===== config.mk =====
export PLATFORM = sky130hd
export DESIGN_NAME = alu
export DESIGN_NICKNAME = d
export VERILOG_FILES = /design/src/rtl/alu.sv
export SDC_FILE = /design/constraint.sdc
export NUM_CORES = 1
export LEC_CHECK = 0
export CORE_UTILIZATION = 65
export DETAILED_ROUTE_END_ITERATION = 12
export GPL_TIMING_DRIVEN = 0
export PLACE_DENSITY = 0.85
export RECOVER_POWER = 50
export SYNTH_ARGS = -nofsm -noshare
export SYNTH_HDL_FRONTEND = slang
export SYNTH_SLANG_ARGS = --single-unit

===== constraint.sdc =====
create_clock -name clk -period 10.6 [get_ports clk]
set_input_delay 1.59 -clock clk [delete_from_list [all_inputs] [get_ports clk]]
set_output_delay 1.59 -clock clk [all_outputs]
set_load 0.005 [all_outputs]

===== src/rtl/alu.sv =====
// Multi-cycle signed ALU for use as a small arithmetic co-processor.
// Operations: add, subtract, shift-add multiply (8 cycles) and restoring
// divide (16 cycles). Start/done handshake; the result is held until the
// next operation is started.
//
// Ports:
//   clk        rising-edge clock
//   reset      asynchronous active-low reset
//   start      operation request, sampled when not busy
//   op_select  00 add, 01 sub, 10 mul, 11 div
//   op1        signed 16-bit operand A
//   op2        signed 8-bit operand B
//   res        signed result; for div {quotient[7:0], remainder[7:0]}
//   done       high while res holds a valid result
module alu (
    input  logic        clk,
    input  logic        reset,
    input  logic        start,
    input  logic [1:0]  op_select,
    input  logic [15:0] op1,
    input  logic [7:0]  op2,
    output logic [15:0] res,
    output logic        done
);

    typedef enum logic [1:0] {StIdle, StBusy, StDone} state_e;

    localparam logic [1:0] OpAdd = 2'b00;
    localparam logic [1:0] OpSub = 2'b01;
    localparam logic [1:0] OpMul = 2'b10;
    localparam logic [1:0] OpDiv = 2'b11;

    state_e      state_q, state_d;
    logic [1:0]  op_q, op_d;
    logic [15:0] a_q, a_d;
    logic [7:0]  b_q, b_d;
    // Magnitudes are unsigned, so |-32768| and |-128| fit without overflow.
    logic [15:0] mag_a_q, mag_a_d;
    logic [7:0]  mag_b_q, mag_b_d;
    logic [23:0] acc_q, acc_d;
    logic [8:0]  rem_q, rem_d;
    // Dividend shifts out at the top while quotient bits shift in at the bottom.
    logic [15:0] dvd_q, dvd_d;
    logic [3:0]  cnt_q, cnt_d;
    logic [15:0] res_q, res_d;
    logic        done_q, done_d;

    logic [23:0] mul_term;
    logic [23:0] prod_s;
    logic [8:0]  rem_sh;
    logic [8:0]  rem_new;
    logic        qbit;
    logic [15:0] q_s;
    logic [7:0]  r_s;

    always_comb begin
        state_d  = state_q;
        op_d     = op_q;
        a_d      = a_q;
        b_d      = b_q;
        mag_a_d  = mag_a_q;
        mag_b_d  = mag_b_q;
        acc_d    = acc_q;
        rem_d    = rem_q;
        dvd_d    = dvd_q;
        cnt_d    = cnt_q;
        res_d    = res_q;
        done_d   = done_q;
        mul_term = '0;
        prod_s   = '0;
        rem_sh   = '0;
        rem_new  = '0;
        qbit     = 1'b0;
        q_s      = '0;
        r_s      = '0;

        unique case (state_q)
            StIdle, StDone: begin
                if (start) begin
                    op_d    = op_select;
                    a_d     = op1;
                    b_d     = op2;
                    mag_a_d = op1[15] ? (~op1 + 16'd1) : op1;
                    mag_b_d = op2[7] ? (~op2 + 8'd1) : op2;
                    acc_d   = '0;
                    rem_d   = '0;
                    dvd_d   = op1[15] ? (~op1 + 16'd1) : op1;
                    cnt_d   = '0;
                    done_d  = 1'b0;
                    state_d = StBusy;
                end
            end
            StBusy: begin
                cnt_d = cnt_q + 4'd1;
                case (op_q)
                    OpAdd: begin
                        res_d   = a_q + {{8{b_q[7]}}, b_q};
                        done_d  = 1'b1;
                        state_d = StDone;
                    end
                    OpSub: begin
                        res_d   = a_q - {{8{b_q[7]}}, b_q};
                        done_d  = 1'b1;
                        state_d = StDone;
                    end
                    OpMul: begin
                        mul_term = mag_b_q[cnt_q[2:0]] ? ({8'd0, mag_a_q} << cnt_q) : 24'd0;
                        acc_d    = acc_q + mul_term;
                        if (cnt_q == 4'd7) begin
                            prod_s  = (a_q[15] ^ b_q[7]) ? (~acc_d + 24'd1) : acc_d;
                            res_d   = prod_s[15:0];
                            done_d  = 1'b1;
                            state_d = StDone;
                        end
                    end
                    OpDiv: begin
                        rem_sh = {rem_q[7:0], dvd_q[15]};
                        if (rem_sh >= {1'b0, mag_b_q}) begin
                            rem_new = rem_sh - {1'b0, mag_b_q};
                            qbit    = 1'b1;
                        end else begin
                            rem_new = rem_sh;
                        end
                        rem_d = rem_new;
                        dvd_d = {dvd_q[14:0], qbit};
                        if (cnt_q == 4'd15) begin
                            q_s = (a_q[15] ^ b_q[7]) ? (~dvd_d + 16'd1) : dvd_d;
                            // Remainder magnitude is below 128, so its 8-bit negation fits.
                            r_s = a_q[15] ? (~rem_new[7:0] + 8'd1) : rem_new[7:0];
                            if (b_q == 8'd0) begin
                                res_d = {8'hFF, a_q[7:0]};
                            end else begin
                                res_d = {q_s[7:0], r_s};
                            end
                            done_d  = 1'b1;
                            state_d = StDone;
                        end
                    end
                    default: ;
                endcase
            end
            default: state_d = StIdle;
        endcase
    end

    always_ff @(posedge clk or negedge reset) begin
        if (!reset) begin
            state_q <= StIdle;
            op_q    <= '0;
            a_q     <= '0;
            b_q     <= '0;
            mag_a_q <= '0;
            mag_b_q <= '0;
            acc_q   <= '0;
            rem_q   <= '0;
            dvd_q   <= '0;
            cnt_q   <= '0;
            res_q   <= '0;
            done_q  <= 1'b0;
        end else begin
            state_q <= state_d;
            op_q    <= op_d;
            a_q     <= a_d;
            b_q     <= b_d;
            mag_a_q <= mag_a_d;
            mag_b_q <= mag_b_d;
            acc_q   <= acc_d;
            rem_q   <= rem_d;
            dvd_q   <= dvd_d;
            cnt_q   <= cnt_d;
            res_q   <= res_d;
            done_q  <= done_d;
        end
    end

    assign res  = res_q;
    assign done = done_q;

endmodule


==> results.txt <==
* Wire length of the first global-routing pass: 40000 um
* Fillers: 969
- In this run the worst path has a maximum fanout of 63.
- Detailed placement finished with a half-perimeter wire length of 19100 um.
- Of the synthesized area, sequential elements account for 0.321.
- Among the stages of the critical path, the cell type that occurs most often is sky130_fd_sc_hd__clkbuf_1.
- Wire length per cell after detailed routing: 19.7 um
* Worst setup path class: in2async
* Post-DRT Antenna Nets: 0
- In this run the worst setup path begins at reset.
- Across the whole layout, storage elements account for 2780 um^2.
- Mean Syn Cell Area: 8.44 um^2
- Clock-pin slew on the worst setup and hold paths: 0.08 ns
- RSZ-0062 raised after global routing: no
- Counting flops with an async set or reset pin after synthesis yields a share of 1.00.
- Master of the slowest instance on the critical path: sky130_fd_sc_hd__clkbuf_1
- In this run, synthesis inferred 0 flip-flops with an integrated enable.
- Number of antenna violations at the first check in global routing: 0
* IO Count: 46
- Clock buffer count from CTS: 9
- Gpl congestion: 0.998
- The number of nets handed over by synthesis was 1104.
- Cells along the critical path: clkbuf_1 -> clkbuf_1
- Floorplan row count: 41
* Highest clock rate: 168 MHz
* Area growth from synthesis to layout: 11.4%
- Clock tree from TritonCTS: done
- Counting distinct cell types in the post-synthesis netlist gives 78.
- At the later pin of the worst-skew pair, clock insertion delay measures 0.36 ns.
- Number of hold-repair buffers added at the cts stage: 0
* Stage delay of the slowest cell on the critical path: 2.32 ns
- Grouping stages by cell kind, the critical path spends the most delay in buffers and inverters.
- Total area of multi-input combinational cells: 5470 um^2
- The cell sitting at the root of the clock tree is a sky130_fd_sc_hd__clkbuf_16.
* Cells taking the most area after synthesis: sky130_fd_sc_hd__dfrtp_1 32%, sky130_fd_sc_hd__o21ai_0 6.9%, sky130_fd_sc_hd__ha_1 6.6%
- Count of mapped cells out of synthesis: 1026
- Most repeated cell in the gate-level netlist after synthesis: sky130_fd_sc_hd__o21ai_0
* Core Region: 12800 um^2
- Setup violations remaining at the end of the flow were counted as 0.
- Cell area after synthesis: 8660 um^2
- Entering global routing, the biggest net connects 64 pins.
* # H-tree levels: 3
* Hold WC Path Type: reg2reg
- Buffers added to address setup during post-CTS repair amount to 0.
* Horizontal extent of the die: 117 um
- In the final layout, the share of cells above drive strength 1 is 0.0737.
* Leading post-synthesis cells by instance count: 119 x sky130_fd_sc_hd__o21ai_0, 117 x sky130_fd_sc_hd__nand2_1, 111 x sky130_fd_sc_hd__dfrtp_1, 74 x sky130_fd_sc_hd__nor2_1, 59 x sky130_fd_sc_hd__a21oi_1
- The first TritonRoute pass finished after 7 iterations.
- DRT iter0 DRCs: 775
- Number of vias per cell after detailed routing: 6.53
* Number of instances resized during post-cts repair: 0
* Slew of the pin with the lowest slew margin: 3.36 ns
- Die H: 117 um
* Critical path buffers and inverters: 2
- At the end of the flow, the number of nets in the layout was 1160.
* Total inserted antenna cells: 0
- The worst setup path is captured at an asynchronous set/reset pin.
- The startpoint identified for the worst register-to-register timing path is cnt_q[1].
- The floorplan step defined a die boundary enclosing 13800 um^2.
* Hold violation total from the final report: 0
- The worst setup path is launched from an input pin.
* Worst setup skew after layout: 0.00808 ns
* Worst Min Path Start: res[10]
* Worst-case headroom to the max-slew limit: -1.24
- YS warnings: 0
- Worst path arrival time: 5.90 ns
- Across the run, the number of max-cap violations was 2.
- Period utilisation layout: 0.562
- Share of Yosys cell area claimed by the top area cell type: 0.321
* Post-Route WL: 24800 um
- The flow ran to the end, but the final reports show violations.
* Via count of the first global-routing pass: 7762
- The initial utilization of the core area, before any placement, comes to 0.675.
* Total negative slack for setup checks: 0 ns
- Counting flops and latches in the post-synthesis netlist gives 111.
* Tot GR Track Use: 0.369
- Violations in the final reports: capacitance limit, slew limit
- Shortest period the worst path allows: 5.96 ns
- Summed over all layers, the global routing overflow is 0.
- Maximum count of clock buffers along a single path: 2
- The routed layout has 8211 vias.
* Number of clock sinks seen by CTS: 111
* Count of input and output buffers: 44
- The biggest area contributor in the post-synthesis netlist is sky130_fd_sc_hd__dfrtp_1.
- Critical Path RT: 10.54 ns
- After detailed routing, the number of remaining DRC violations is 0.
- In the synthesized netlist the dominant register cell turns out to be sky130_fd_sc_hd__dfrtp_1.
* Number of pins with negative max-slew slack in the final report: 114
==> final cells by class <==
| cell class | count | share of cell area |
|---|---|---|
| clock inverters | 3 | 0.00675 |
| inverters | 44 | 0.0171 |
| well taps | 172 | 0.0223 |
| flip-flops and latches | 111 | 0.288 |
| plain buffers | 58 | 0.0248 |
| multi-input cells | 813 | 0.568 |
| clock buffers | 12 | 0.0276 |
| repair buffers | 45 | 0.0454 |
==> cells by family after synthesis <==
group / after synthesis / synth area share
muxes: 57 / 0.0809
adders and majority gates: 49 / 0.0734
DFF: 111 / 0.321
and+or+nand+nor: 315 / 0.169
xor gates and xnor gates: 74 / 0.0757
buffers and inverters: 102 / 0.0467
AOI/OAI and AO/OA: 318 / 0.233
==> metrics by stage <==
step	setup slack [ns]	area, um^2	instances	utilization	hold slack (ns)
floorplan	6.20	8660	1026	-	0.442
global placement	3.72	9310	1242	0.726	0.463
detailed placement	5.18	9340	1243	0.728	0.470
CTS	5.09	9670	1258	0.754	0.487
global route	3.60	9640	1258	0.752	0.501
finish	4.64	9640	1258	0.752	0.485
==> flip-flops by register name, summed over array words and instances (netlist names) <==
| name | count |
|---|---|
| a_q | 16 |
| cnt_q | 4 |
| mag_b_q | 7 |
| op_q | 2 |
| acc_q | 16 |
| b_q | 8 |
| rem_q | 8 |
| dvd_q | 16 |
| mag_a_q | 15 |
| res | 16 |
| done | 1 |
| state_q | 2 |
==> final timing paths <==
path / cells after the start / slack [ns] / end
max: 2 / 4.64 / a_q[12]
min: 1 / 0.49 / res[10]
max reg2reg: 16 / 5.00 / res[11]
min reg2reg: 1 / 0.49 / res[10]
max in group clk: 16 / 5.00 / res[11]
min in group asynchronous: 1 / 2.35 / acc_q[10]
==> cell usage in the layout (no fill, tap or decap), types with 5 or more instances in the layout <==
cell / Yosys / final
sky130_fd_sc_hd__nor2_1: 74 / 74
sky130_fd_sc_hd__inv_1: 43 / 43
sky130_fd_sc_hd__clkbuf_1: 46 / 48
sky130_fd_sc_hd__nand3_1: 36 / 36
sky130_fd_sc_hd__xor2_1: 34 / 34
sky130_fd_sc_hd__mux2_2: 34 / 33
sky130_fd_sc_hd__dlygate4sd3_1: 0 / 5
sky130_fd_sc_hd__mux2i_1: 16 / 16
sky130_fd_sc_hd__clkdlybuf4s50_1: 0 / 38
sky130_fd_sc_hd__nand2_1: 117 / 117
sky130_fd_sc_hd__a211oi_1: 23 / 23
sky130_fd_sc_hd__or4_1: 5 / 5
sky130_fd_sc_hd__nor2b_1: 11 / 11
sky130_fd_sc_hd__clkbuf_16: 0 / 9
sky130_fd_sc_hd__nand2b_1: 11 / 11
sky130_fd_sc_hd__nand4_1: 7 / 7
sky130_fd_sc_hd__dfrtp_1: 111 / 111
sky130_fd_sc_hd__and3_1: 7 / 7
sky130_fd_sc_hd__ha_1: 46 / 46
sky130_fd_sc_hd__o211ai_1: 11 / 11
sky130_fd_sc_hd__o21ai_0: 119 / 119
sky130_fd_sc_hd__o21a_1: 10 / 10
sky130_fd_sc_hd__a31oi_1: 19 / 19
sky130_fd_sc_hd__buf_2: 5 / 5
sky130_fd_sc_hd__o31ai_1: 10 / 10
sky130_fd_sc_hd__and2_1: 7 / 6
sky130_fd_sc_hd__nor3_1: 15 / 15
sky130_fd_sc_hd__a21o_1: 13 / 13
sky130_fd_sc_hd__mux4_2: 7 / 7
sky130_fd_sc_hd__xnor2_1: 39 / 39
sky130_fd_sc_hd__or3_1: 11 / 11
sky130_fd_sc_hd__a21oi_1: 59 / 59
==> per-layer routing <==
metal,GRT usage,routed length [um],share of wire,vias to the layer above
met3,0.0593,2140,0.086,65
met4,0.172,842,0.034,0
met2,0.578,11300,0.46,406
met1,0.500,10400,0.42,3921
li1,-,-,-,3819
met5,0,0,0,-
Power is left out: the tool's default activity adds up to more than one toggle a clock period on the data nets, which glitch-free logic cannot reach.
